==> config.mk <==
export PLATFORM = sky130hd
export DESIGN_NAME = multicycle_control_flat
export DESIGN_NICKNAME = d
export VERILOG_FILES = /design/src/rtl/multicycle_control_if.sv /design/src/rtl/multicycle_control.sv /design/src/flat_wrapper.sv
export SDC_FILE = /design/constraint.sdc
export NUM_CORES = 1
export LEC_CHECK = 0
export BUFFER_PORTS_ARGS = -buffer_cell sky130_fd_sc_hd__buf_2
export CAP_MARGIN = 20
export CORE_MARGIN = 4
export CORE_UTILIZATION = 35
export CTS_CLUSTER_SIZE = 30
export DETAILED_ROUTE_END_ITERATION = 8
export RECOVER_POWER = 100
export REMOVE_ABC_BUFFERS = 1
export SYNTH_ARGS = -nofsm -noshare
export SYNTH_HDL_FRONTEND = slang
export SYNTH_SLANG_ARGS = --single-unit
==> constraint.sdc <==
create_clock -name clk -period 3.79 [get_ports clk]
set_clock_uncertainty 0.15 [all_clocks]
set_input_delay 0.9475 -clock clk [delete_from_list [all_inputs] [get_ports clk]]
set_output_delay 0.9475 -clock clk [all_outputs]
set_load 0.01 [all_outputs]
==> src/rtl/multicycle_control_if.sv <==
// Control-unit bundle: memory handshake, ALU function fields, datapath
// selects/strobes, trap flags and debug state.
interface multicycle_control_if;
   logic [31:0] mem_rdata;
   logic        mem_ready;
   logic        zero;
   logic        mem_req;
   logic        mem_we;
   logic        mem_addr_sel;
   logic [6:0]  alu_opcode;
   logic [2:0]  alu_funct3;
   logic [6:0]  alu_funct7;
   logic        src_a_sel;
   logic        src_b_sel;
   logic [2:0]  imm_sel;
   logic        pc_we;
   logic [1:0]  pc_src;
   logic        oldpc_we;
   logic        reg_we;
   logic [1:0]  wb_sel;
   logic        illegal;
   logic        bus_err;
   logic [31:0] instret;
   logic [3:0]  state;

   // The control unit drives everything except memory data/ready and Zero.
   modport master (
      input  mem_rdata, mem_ready, zero,
      output mem_req, mem_we, mem_addr_sel, alu_opcode, alu_funct3, alu_funct7,
             src_a_sel, src_b_sel, imm_sel, pc_we, pc_src, oldpc_we, reg_we,
             wb_sel, illegal, bus_err, instret, state
   );

   // Memory/datapath side.
   modport slave (
      output mem_rdata, mem_ready, zero,
      input  mem_req, mem_we, mem_addr_sel, alu_opcode, alu_funct3, alu_funct7,
             src_a_sel, src_b_sel, imm_sel, pc_we, pc_src, oldpc_we, reg_we,
             wb_sel, illegal, bus_err, instret, state
   );
endinterface

==> src/rtl/multicycle_control.sv <==
// Multi-cycle RV32I-subset control unit. Fetches into an instruction
// register, sequences each instruction class through its states and
// drives the ALU fields, datapath selects, strobes and memory requests.
module multicycle_control #(
   parameter int unsigned TIMEOUT  = 255,
   parameter logic [31:0] IR_RESET = 32'h0000_0013
) (
   input logic              clk,
   input logic              rst_n,
   multicycle_control_if.master bus
);

   typedef enum logic [3:0] {
      FETCH    = 4'd0,
      DECODE   = 4'd1,
      EXEC     = 4'd2,
      MEM_ADDR = 4'd3,
      MEM_RD   = 4'd4,
      MEM_WR   = 4'd5,
      WB_ALU   = 4'd6,
      WB_MEM   = 4'd7,
      BRANCH   = 4'd8,
      JUMP     = 4'd9,
      TRAP     = 4'd10
   } state_t;

   localparam logic [2:0]  IMM_I = 3'd0, IMM_S = 3'd1, IMM_B = 3'd2, IMM_J = 3'd3, IMM_U = 3'd4;
   localparam logic [15:0] LAST_WAIT = 16'(TIMEOUT - 1);

   state_t      state_q, state_d;
   logic [31:0] ir;
   logic [31:0] instret_q;
   logic        illegal_q, bus_err_q;
   logic [15:0] wait_cnt;

   logic        mem_req, mem_we, mem_addr_sel, src_a_sel, src_b_sel;
   logic        pc_we, oldpc_we, reg_we;
   logic [2:0]  imm_sel;
   logic [1:0]  pc_src, wb_sel;
   logic        ir_load, retire, set_illegal, set_bus_err;

   logic [6:0]  opc;
   logic [2:0]  f3;
   logic        is_r, is_i, is_lui, is_lw, is_sw, is_br, is_jal, taken, wait_last;
   logic        unused_ir;

   assign opc       = ir[6:0];
   assign f3        = ir[14:12];
   assign unused_ir = ^{ir[24:15], ir[11:7]};

   assign is_r   = (opc == 7'b0110011) &&
                   (f3 == 3'b000 || f3 == 3'b111 || f3 == 3'b110 || f3 == 3'b010 || f3 == 3'b101);
   assign is_i   = (opc == 7'b0010011) &&
                   (f3 == 3'b000 || f3 == 3'b111 || f3 == 3'b110 || f3 == 3'b010);
   assign is_lui = (opc == 7'b0110111);
   assign is_lw  = (opc == 7'b0000011) && (f3 == 3'b010);
   assign is_sw  = (opc == 7'b0100011) && (f3 == 3'b010);
   assign is_br  = (opc == 7'b1100011) && (f3 == 3'b000 || f3 == 3'b001);
   assign is_jal = (opc == 7'b1101111);
   assign taken  = ((f3 == 3'b000) && bus.zero) || ((f3 == 3'b001) && !bus.zero);

   // Final stalled cycle before the bus-error trap; mem_ready still wins here.
   assign wait_last = (wait_cnt == LAST_WAIT);

   // Next state and all strobes/selects, decoded from state and inputs.
   always_comb begin
      state_d      = state_q;
      mem_req      = 1'b0;
      mem_we       = 1'b0;
      mem_addr_sel = 1'b0;
      src_a_sel    = 1'b0;
      src_b_sel    = 1'b0;
      imm_sel      = IMM_I;
      pc_we        = 1'b0;
      pc_src       = 2'd0;
      oldpc_we     = 1'b0;
      reg_we       = 1'b0;
      wb_sel       = 2'd0;
      ir_load      = 1'b0;
      retire       = 1'b0;
      set_illegal  = 1'b0;
      set_bus_err  = 1'b0;
      case (state_q)
         FETCH: begin
            mem_req = 1'b1;
            if (bus.mem_ready) begin
               ir_load  = 1'b1;
               pc_we    = 1'b1;
               oldpc_we = 1'b1;
               state_d  = DECODE;
            end else if (wait_last) begin
               set_bus_err = 1'b1;
               state_d     = TRAP;
            end
         end
         DECODE: begin
            if (is_r || is_i || is_lui) state_d = EXEC;
            else if (is_lw || is_sw)    state_d = MEM_ADDR;
            else if (is_br)             state_d = BRANCH;
            else if (is_jal)            state_d = JUMP;
            else begin
               set_illegal = 1'b1;
               state_d     = TRAP;
            end
         end
         EXEC, WB_ALU: begin
            // LUI adds its U-immediate to a zero A operand.
            src_a_sel = is_lui;
            src_b_sel = !is_r;
            imm_sel   = is_lui ? IMM_U : IMM_I;
            if (state_q == EXEC) begin
               state_d = WB_ALU;
            end else begin
               reg_we  = 1'b1;
               retire  = 1'b1;
               state_d = FETCH;
            end
         end
         MEM_ADDR: begin
            src_b_sel = 1'b1;
            imm_sel   = is_sw ? IMM_S : IMM_I;
            state_d   = is_sw ? MEM_WR : MEM_RD;
         end
         MEM_RD: begin
            mem_req      = 1'b1;
            mem_addr_sel = 1'b1;
            src_b_sel    = 1'b1;
            if (bus.mem_ready) state_d = WB_MEM;
            else if (wait_last) begin
               set_bus_err = 1'b1;
               state_d     = TRAP;
            end
         end
         WB_MEM: begin
            reg_we  = 1'b1;
            wb_sel  = 2'd1;
            retire  = 1'b1;
            state_d = FETCH;
         end
         MEM_WR: begin
            mem_req      = 1'b1;
            mem_we       = 1'b1;
            mem_addr_sel = 1'b1;
            src_b_sel    = 1'b1;
            imm_sel      = IMM_S;
            if (bus.mem_ready) begin
               retire  = 1'b1;
               state_d = FETCH;
            end else if (wait_last) begin
               set_bus_err = 1'b1;
               state_d     = TRAP;
            end
         end
         BRANCH: begin
            imm_sel = IMM_B;
            pc_src  = 2'd1;
            pc_we   = taken;
            retire  = 1'b1;
            state_d = FETCH;
         end
         JUMP: begin
            reg_we  = 1'b1;
            wb_sel  = 2'd2;
            pc_we   = 1'b1;
            pc_src  = 2'd2;
            imm_sel = IMM_J;
            retire  = 1'b1;
            state_d = FETCH;
         end
         default: state_d = state_q;
      endcase
      // While reset is held nothing may leave the unit asserted.
      if (!rst_n) begin
         mem_req      = 1'b0;
         mem_we       = 1'b0;
         mem_addr_sel = 1'b0;
         src_a_sel    = 1'b0;
         src_b_sel    = 1'b0;
         imm_sel      = IMM_I;
         pc_we        = 1'b0;
         pc_src       = 2'd0;
         oldpc_we     = 1'b0;
         reg_we       = 1'b0;
         wb_sel       = 2'd0;
      end
   end

   // State register.
   always_ff @(posedge clk or negedge rst_n) begin
      if (!rst_n) state_q <= FETCH;
      else        state_q <= state_d;
   end

   // Instruction register, loaded on a completed fetch.
   always_ff @(posedge clk or negedge rst_n) begin
      if (!rst_n)       ir <= IR_RESET;
      else if (ir_load) ir <= bus.mem_rdata;
   end

   // Retired-instruction counter (wraps naturally).
   always_ff @(posedge clk or negedge rst_n) begin
      if (!rst_n)      instret_q <= 32'd0;
      else if (retire) instret_q <= instret_q + 32'd1;
   end

   // Sticky trap flags, released only by reset.
   always_ff @(posedge clk or negedge rst_n) begin
      if (!rst_n) begin
         illegal_q <= 1'b0;
         bus_err_q <= 1'b0;
      end else begin
         if (set_illegal) illegal_q <= 1'b1;
         if (set_bus_err) bus_err_q <= 1'b1;
      end
   end

   // Stall counter: counts unanswered request cycles, clears otherwise.
   always_ff @(posedge clk or negedge rst_n) begin
      if (!rst_n)                                       wait_cnt <= 16'd0;
      else if (mem_req && !bus.mem_ready && !wait_last) wait_cnt <= wait_cnt + 16'd1;
      else                                              wait_cnt <= 16'd0;
   end

   assign bus.mem_req      = mem_req;
   assign bus.mem_we       = mem_we;
   assign bus.mem_addr_sel = mem_addr_sel;
   assign bus.alu_opcode   = ir[6:0];
   assign bus.alu_funct3   = ir[14:12];
   assign bus.alu_funct7   = ir[31:25];
   assign bus.src_a_sel    = src_a_sel;
   assign bus.src_b_sel    = src_b_sel;
   assign bus.imm_sel      = imm_sel;
   assign bus.pc_we        = pc_we;
   assign bus.pc_src       = pc_src;
   assign bus.oldpc_we     = oldpc_we;
   assign bus.reg_we       = reg_we;
   assign bus.wb_sel       = wb_sel;
   assign bus.illegal      = illegal_q;
   assign bus.bus_err      = bus_err_q;
   assign bus.instret      = instret_q;
   assign bus.state        = state_q;

endmodule
==> src/flat_wrapper.sv <==
// flat-port wrapper written by rule: the top's interface ports become plain ports
module multicycle_control_flat 
#(
   parameter int unsigned TIMEOUT  = 255,
   parameter logic [31:0] IR_RESET = 32'h0000_0013
)
  (clk, rst_n, bus_mem_rdata, bus_mem_ready, bus_zero, bus_mem_req, bus_mem_we, bus_mem_addr_sel, bus_alu_opcode, bus_alu_funct3, bus_alu_funct7, bus_src_a_sel, bus_src_b_sel, bus_imm_sel, bus_pc_we, bus_pc_src, bus_oldpc_we, bus_reg_we, bus_wb_sel, bus_illegal, bus_bus_err, bus_instret, bus_state);
  multicycle_control_if bus_i ();
  input logic clk;
  input logic rst_n;
  input wire logic [$bits(bus_i.mem_rdata)-1:0] bus_mem_rdata;
  input wire logic [$bits(bus_i.mem_ready)-1:0] bus_mem_ready;
  input wire logic [$bits(bus_i.zero)-1:0] bus_zero;
  output wire logic [$bits(bus_i.mem_req)-1:0] bus_mem_req;
  output wire logic [$bits(bus_i.mem_we)-1:0] bus_mem_we;
  output wire logic [$bits(bus_i.mem_addr_sel)-1:0] bus_mem_addr_sel;
  output wire logic [$bits(bus_i.alu_opcode)-1:0] bus_alu_opcode;
  output wire logic [$bits(bus_i.alu_funct3)-1:0] bus_alu_funct3;
  output wire logic [$bits(bus_i.alu_funct7)-1:0] bus_alu_funct7;
  output wire logic [$bits(bus_i.src_a_sel)-1:0] bus_src_a_sel;
  output wire logic [$bits(bus_i.src_b_sel)-1:0] bus_src_b_sel;
  output wire logic [$bits(bus_i.imm_sel)-1:0] bus_imm_sel;
  output wire logic [$bits(bus_i.pc_we)-1:0] bus_pc_we;
  output wire logic [$bits(bus_i.pc_src)-1:0] bus_pc_src;
  output wire logic [$bits(bus_i.oldpc_we)-1:0] bus_oldpc_we;
  output wire logic [$bits(bus_i.reg_we)-1:0] bus_reg_we;
  output wire logic [$bits(bus_i.wb_sel)-1:0] bus_wb_sel;
  output wire logic [$bits(bus_i.illegal)-1:0] bus_illegal;
  output wire logic [$bits(bus_i.bus_err)-1:0] bus_bus_err;
  output wire logic [$bits(bus_i.instret)-1:0] bus_instret;
  output wire logic [$bits(bus_i.state)-1:0] bus_state;
  assign bus_i.mem_rdata = bus_mem_rdata;
  assign bus_i.mem_ready = bus_mem_ready;
  assign bus_i.zero = bus_zero;
  assign bus_mem_req = bus_i.mem_req;
  assign bus_mem_we = bus_i.mem_we;
  assign bus_mem_addr_sel = bus_i.mem_addr_sel;
  assign bus_alu_opcode = bus_i.alu_opcode;
  assign bus_alu_funct3 = bus_i.alu_funct3;
  assign bus_alu_funct7 = bus_i.alu_funct7;
  assign bus_src_a_sel = bus_i.src_a_sel;
  assign bus_src_b_sel = bus_i.src_b_sel;
  assign bus_imm_sel = bus_i.imm_sel;
  assign bus_pc_we = bus_i.pc_we;
  assign bus_pc_src = bus_i.pc_src;
  assign bus_oldpc_we = bus_i.oldpc_we;
  assign bus_reg_we = bus_i.reg_we;
  assign bus_wb_sel = bus_i.wb_sel;
  assign bus_illegal = bus_i.illegal;
  assign bus_bus_err = bus_i.bus_err;
  assign bus_instret = bus_i.instret;
  assign bus_state = bus_i.state;
  multicycle_control #(.TIMEOUT(TIMEOUT), .IR_RESET(IR_RESET)) u_core (.clk(clk), .rst_n(rst_n), .bus(bus_i));
endmodule
==> results of run 1 <==
## state kept, by name, summed over array words and instances (netlist names)
signal	cells
u_core.ir	17
u_core.bus.bus_err	1
u_core.wait_cnt	16
u_core.bus.illegal	1
u_core.bus.instret	32
u_core.bus.state	4
## power groups by stage
| stage | Sequential, uW | Clock, uW | Combinational, uW |
|---|---|---|---|
| after floorplan | 772 | 0 | 1.88 |
| after global placement | 772 | 0 | 30.5 |
| after detailed placement | 772 | 0 | 31.2 |
| after CTS | 757 | 621 | 31.3 |
| after global routing | 757 | 655 | 34.2 |
| final | 757 | 599 | 28.6 |
## stage by stage
step                      total power, uW  cell area [sq um]  hold slack [ps]    util
after floorplan                     774.0               3575            318.4       -
after global placement              802.4               4222            308.4  0.4241
after detailed placement            803.1               4222            308.5  0.4241
after CTS                            1410               4412            295.4  0.4432
after global routing                 1446               4282            343.5  0.4301
final                                1385               4282            324.9  0.4301
## metal layers
layer | wire length, um | share of wire | GRT usage | vias to the layer above
met4 | 54 | 0.0063 | 0.04363 | 0
met5 | 0 | 0 | 0 | -
met1 | 3944 | 0.46 | 0.1958 | 1439
met2 | 4107 | 0.48 | 0.2309 | 74
li1 | - | - | - | 1457
met3 | 498 | 0.058 | 0.04345 | 6
## cells in the mapped netlist, drive strengths merged, types with 4 or more instances
cell type / instances / share of area
a21oi: 10 / 0.014
and3: 10 / 0.017
and4: 4 / 0.0096
buf: 6 / 0.0090
clkbuf: 7 / 0.0072
dfrtp: 68 / 0.47
inv: 8 / 0.0083
mux2: 17 / 0.053
nand2: 34 / 0.035
nand2b: 4 / 0.0069
nand3: 25 / 0.036
nand4: 12 / 0.022
nor2: 44 / 0.045
nor3: 12 / 0.020
nor4: 5 / 0.0086
o21ai: 8 / 0.011
xnor2: 32 / 0.077
xor2: 14 / 0.034
## cell families (layout without fill, tap and decap cells)
group | count (synthesis) | in the layout
simple gates | 166 | 166
flops | 71 | 71
xor+xnor | 46 | 46
compound gates | 38 | 38
buf+inv | 22 | 119
mux | 17 | 17
fa+ha+maj | 3 | 3
## layout make-up
class                           instances  area (sq um)
Fill cell                            1036          5673
Clock inverter                          4         45.04
Multi-Input combinational cell        270          1725
Tap cell                              133         166.4
Clock buffer                           12         145.1
Sequential cell                        71          1780
Timing Repair Buffer                   94         385.4
Inverter                                9         33.78
## worst max-delay path: stages (launching register included)
cell and delay [ps]:
dfrtp_1 710, clkinv_1 390, nor2_1 310, a311oi_1 80, nor3_1 200, clkbuf_1 190
## layout by cell type (no fill, tap or decap), drive strengths merged, types with 14 or more instances in the layout
master	synthesis	routed
xor2	14	14
mux2	17	17
buf	6	23
xnor2	32	32
dfrtp	68	68
nor2	44	44
nand3	25	25
clkbuf	7	83
nand2	34	34
## final timing paths
check                                         end              startpoint  cells after the start  slack [ps]
setup reg to reg           u_core.bus.instret[25]     u_core.bus.state[2]                      7         630
max in group asynchronous           u_core.ir[12]                   rst_n                      2        1030
hold / removal             u_core.bus.instret[31]  u_core.bus.instret[31]                      1         320
setup / recovery                   bus_imm_sel[0]     u_core.bus.state[3]                      5         470
hold reg to reg            u_core.bus.instret[31]  u_core.bus.instret[31]                      1         320
min in group asynchronous            u_core.ir[6]                   rst_n                      1         430
==> metrics.txt, run 1 <==
crit path max fanout=19; DIE AREA=around 12000 sq um; xor/xnor share of the synthesized area=0.1109; RSZ-0062 raised after global routing=false; cell row count=36; ANT cells=0; Layout Cells excl Fill=roughly 590; Area growth syn-to-layout=17.84%; width of the chip=109.9 um; post-CTS setup buffer count=0; post-DP HPWL=approximately 6000 um; initial antenna violation count=0; final WL=~8600 um; vias in the first global route=2957; DRC Markers=0; Critical Path AT=~2200 ps; Clock Sink Count=between 70 and 80; Leak=around 0.0018 uW; async set-or-reset flop fraction in the synthesized netlist=1.000; violations in the final reports=max-capacitance violations, max-slew violations; endpoints failing hold=0; Starting Density=0.3650; top-level port count=between 100 and 150; mapped cell area=around 3600 sq um; post-synthesis mux area share=0.05269; syn avg cell area=10.01 sq um; worst-margin pin slew=about 1700 ps; clock share of power=0.432; max-cap violations=1; Synth Register Bits=71; Yosys Warn Count=0; Num CTS Buffers=9; maximum clock path buffer count=2; clk root buf=clkbuf_8; post-DR wirelength/cell=14.51 um; sequential-to-total area share from yosys stat=0.4900; Max-slew headroom=-0.1120; H-tree levels=3; ys flop type=dfrtp_1; crit path kind=flip-flop to primary output; CTS Hold Buffers Added=0; Simple-Gate Fraction of Synth Area=0.2404; Worst Hold Class=flip-flop to flip-flop; Seq pwr share=0.547; outcome=finished with violations; first-pass GRT wire length=~14000 um; Reg clk slew, reported paths=about 70 ps; antenna-violating nets left=0; CP endpoint kind=primary output; fmax=between 300 and 400 MHz; placed cell count=577; grt ovf=0; Tmin final=3320 ps; Net Sw Frac=0.2164; Via Count=~3000; setup ws final=469.8 ps; internal power=roughly 1100 uW; DR iter-0 viols=approximately 180; Clock Latency Late Sink=approximately 340 ps; maximum vdd drop=0.1320 mV; pre-CTS setup slack=around 790 ps; Core ar.=9955 sq um; CP required=~2700 ps; main combinational cell family by area after synthesis=simple AND/OR/NAND/NOR gates; Final TNS setup=0 ps; drt pass-1 iters=4; Critical Path Source Type=flip-flop; post-synth cell types=54; die height=109.9 um; global-route usage over all layers=0.1470; Net Sw Power=around 300 uW; share of layout cells above drive strength 1=0.1217; Pwr per Cell Area=323.4 nW/um^2; EDFF count, synth=0; post_cts resized=0; largest net degree at the start of global routing=slightly below 70; Nets=between 400 and 500; Synth Area in Adders=0.01033; Synth Area in Compound Gates=0.07025; Mapped Cells=~360; combinational power share=0.021; clock tree from TritonCTS=built; IO Port Bufs=90; via/cell ratio=5.019; period utilization=0.8760; pins over their slew limit=68; final setup vio count=0; RD Place Congestion=0.8240
No activity file was read; power rests on OpenSTA's default activity.
==> inputs of run 2 (changes only) <==
==> constraint.sdc (replaced) <==
create_clock -name clk -period 3.66 [get_ports clk]
set_clock_uncertainty 0.15 [all_clocks]
set_input_delay 0.915 -clock clk [delete_from_list [all_inputs] [get_ports clk]]
set_output_delay 0.915 -clock clk [all_outputs]
set_load 0.01 [all_outputs]
==> run 2 against run 1 <==
  * Clock-buffer cell count fell by 2
  * First-iteration DRC count rose by 30%
  * Cell count rose by 0.17%
  * Largest cell class unchanged
  * The run still ends with max-capacitance violations, max-slew violations left
==> metrics.txt, run 2 (synthesis gave the netlist of run 1 again) <==
outcome=finished with violations; violations in the final reports=max-capacitance violations, max-slew violations; vias in the first global route=2893 (-2.2%); Seq pwr share=0.536 (-0.011); Tot Pwr=1463 uW (+5.7%); largest net degree at the start of global routing=68 (unchanged); endpoints failing hold=0 (unchanged); max-cap violations=1 (unchanged); via/cell ratio=5.086 (+1.3%); pins over their slew limit=68 (unchanged); Starting Density=0.3650 (unchanged); Leak=0.001864 uW (+1.0%); CP endpoint kind=primary output; met2 Usage GRT=0.2357 (+0.004766); Critical Path AT=2170 ps (-50 ps); RD Place Congestion=0.8192 (-0.58%); post-CTS setup buffer count=0 (unchanged); crit path cell chain=clkinv_1 -> clkbuf_1 -> nand2_1 -> nor4_1 -> clkbuf_1; clock share of power=0.444 (+0.012); Critical Path Source Type=flip-flop; RSZ-0062 raised after global routing=false; Reg clk slew, reported paths=80 ps (about the same); IO Port Bufs=90 (unchanged); CP required=2590 ps (-100 ps); clock tree from TritonCTS=built; ANT cells=0 (unchanged); initial antenna violation count=0 (unchanged); post-DR wirelength/cell=14.49 um (-0.16%); maximum vdd drop=0.1759 mV (+33%); Clock Sink Count=71 (unchanged); Layout Cells excl Fill=594 (+0.17%); cell row count=36 (unchanged); GRT busiest layer=met2; worst hold slack=327.9 ps (+2.996 ps); share of layout cells above drive strength 1=0.1302 (+0.008413); top-level port count=106 (unchanged); Tmin final=roughly 3200 ps; max reg flops=32 (unchanged); die height=109.9 um (unchanged); grt ovf=0 (unchanged); maximum clock path buffer count=2 (unchanged); Final Core Density=0.4333 (+0.003142); Net Sw Power=333.6 uW (+11%); DIE AREA=12080 sq um (unchanged); first-pass GRT wire length=14180 um (+0.54%); post_cts resized=0 (unchanged); Net Sw Frac=0.2281 (+0.01161); Final TNS setup=0 ps (unchanged); worst-margin pin slew=1643 ps (-24.73 ps); Core ar.=9955 sq um (unchanged); combinational power share=0.020 (about the same); DRC Markers=0 (unchanged); Area growth syn-to-layout=18.70%; post-DP HPWL=6188 um (+0.38%); final setup vio count=0 (unchanged); CTS Hold Buffers Added=0 (unchanged); clk root buf=clkbuf_8; Nets=495 (+0.20%); internal power=1129 uW (+4.1%); crit path kind=flip-flop to primary output; period utilization=0.8852; Num CTS Buffers=9 (unchanged); GR Util met1=0.1916 (-0.004150); commonest non-fill, non-tap cell in the layout=clkbuf_1; Max-slew headroom=-0.09550 (+0.01648); GR Util met3=0.04580 (+0.002349); Worst path max stage delay=610 ps (-100 ps); DR iter-0 viols=240 (+30%); Pwr per Cell Area=339.2 nW/um^2 (+4.9%); Worst path slowest cell=dfrtp_1; width of the chip=109.9 um (unchanged); Via Count=3021 (+1.5%); crit path max fanout=19 (unchanged); placed cell count=578 (+0.17%); Clock Latency Late Sink=340 ps (about the same); antenna-violating nets left=0 (unchanged); drt pass-1 iters=4 (unchanged); H-tree levels=3 (unchanged); fmax=just over 300 MHz; Worst Hold Class=flip-flop to flip-flop; final WL=8606 um (about the same); global-route usage over all layers=0.1471 (about the same); commonest non-fill, non-tap cells in the layout=71 x clkbuf_1, 68 x dfrtp_1, 44 x nor2_1; cell repeated most along the worst path=clkbuf_1
run 2: power groups by stage:
stage                     sequential [uW]  combinational, uW  clock, uW
after floorplan                       800               1.95          0
after global placement                799               31.6          0
after detailed placement              799               32.3          0
after CTS                             784               32.4        677
after global routing                  784               36.0        710
final                                 784               30.0        649
run 2: stage by stage:
| step | setup slack, ps | instance area, sq um |
|---|---|---|
| floorplan | 1034 | 3575 |
| global placement | 743.9 | 4229 |
| detailed placement | 752.2 | 4229 |
| CTS | 473.9 | 4434 |
| global route | 206.1 | 4313 |
| finish | 420.0 | 4313 |
run 2: path summary, 6_finish.rpt:
kind | slack (ps) | end | cells after the start | from
max in group asynchronous | 980 | u_core.bus.instret[1] | 2 | rst_n
min in group asynchronous | 380 | u_core.bus.state[1] | 1 | rst_n
worst max-delay path | 420 | bus_src_a_sel | 5 | u_core.bus.state[3]
worst min register to register | 330 | u_core.bus.instret[31] | 1 | u_core.bus.instret[31]
worst min-delay path | 330 | u_core.bus.instret[31] | 1 | u_core.bus.instret[31]
worst max register to register | 660 | u_core.bus.instret[22] | 6 | u_core.bus.state[2]
run 2: cell type report:
cell class              instances  area [sq um]
flip-flops and latches         71          1780
well taps                     133         166.4
multi-input cells             270          1738
fillers                      1034          5642
clock inverters                 6         67.56
inverters                       9         33.78
repair buffers                 95         389.1
clock buffers                  10         137.6
run 2: critical path: cells and delay by family, from the launching register on:
kind / cells / cell delay, ps
buf+inv: 3 / 650
flops: 1 / 610
simple gates: 2 / 560
run 2: per-layer routing:
metal / routed length (um) / share of wire
met1: 3821 / 0.44
met5: 0 / 0
met3: 559 / 0.065
met4: 61 / 0.0071
met2: 4164 / 0.48
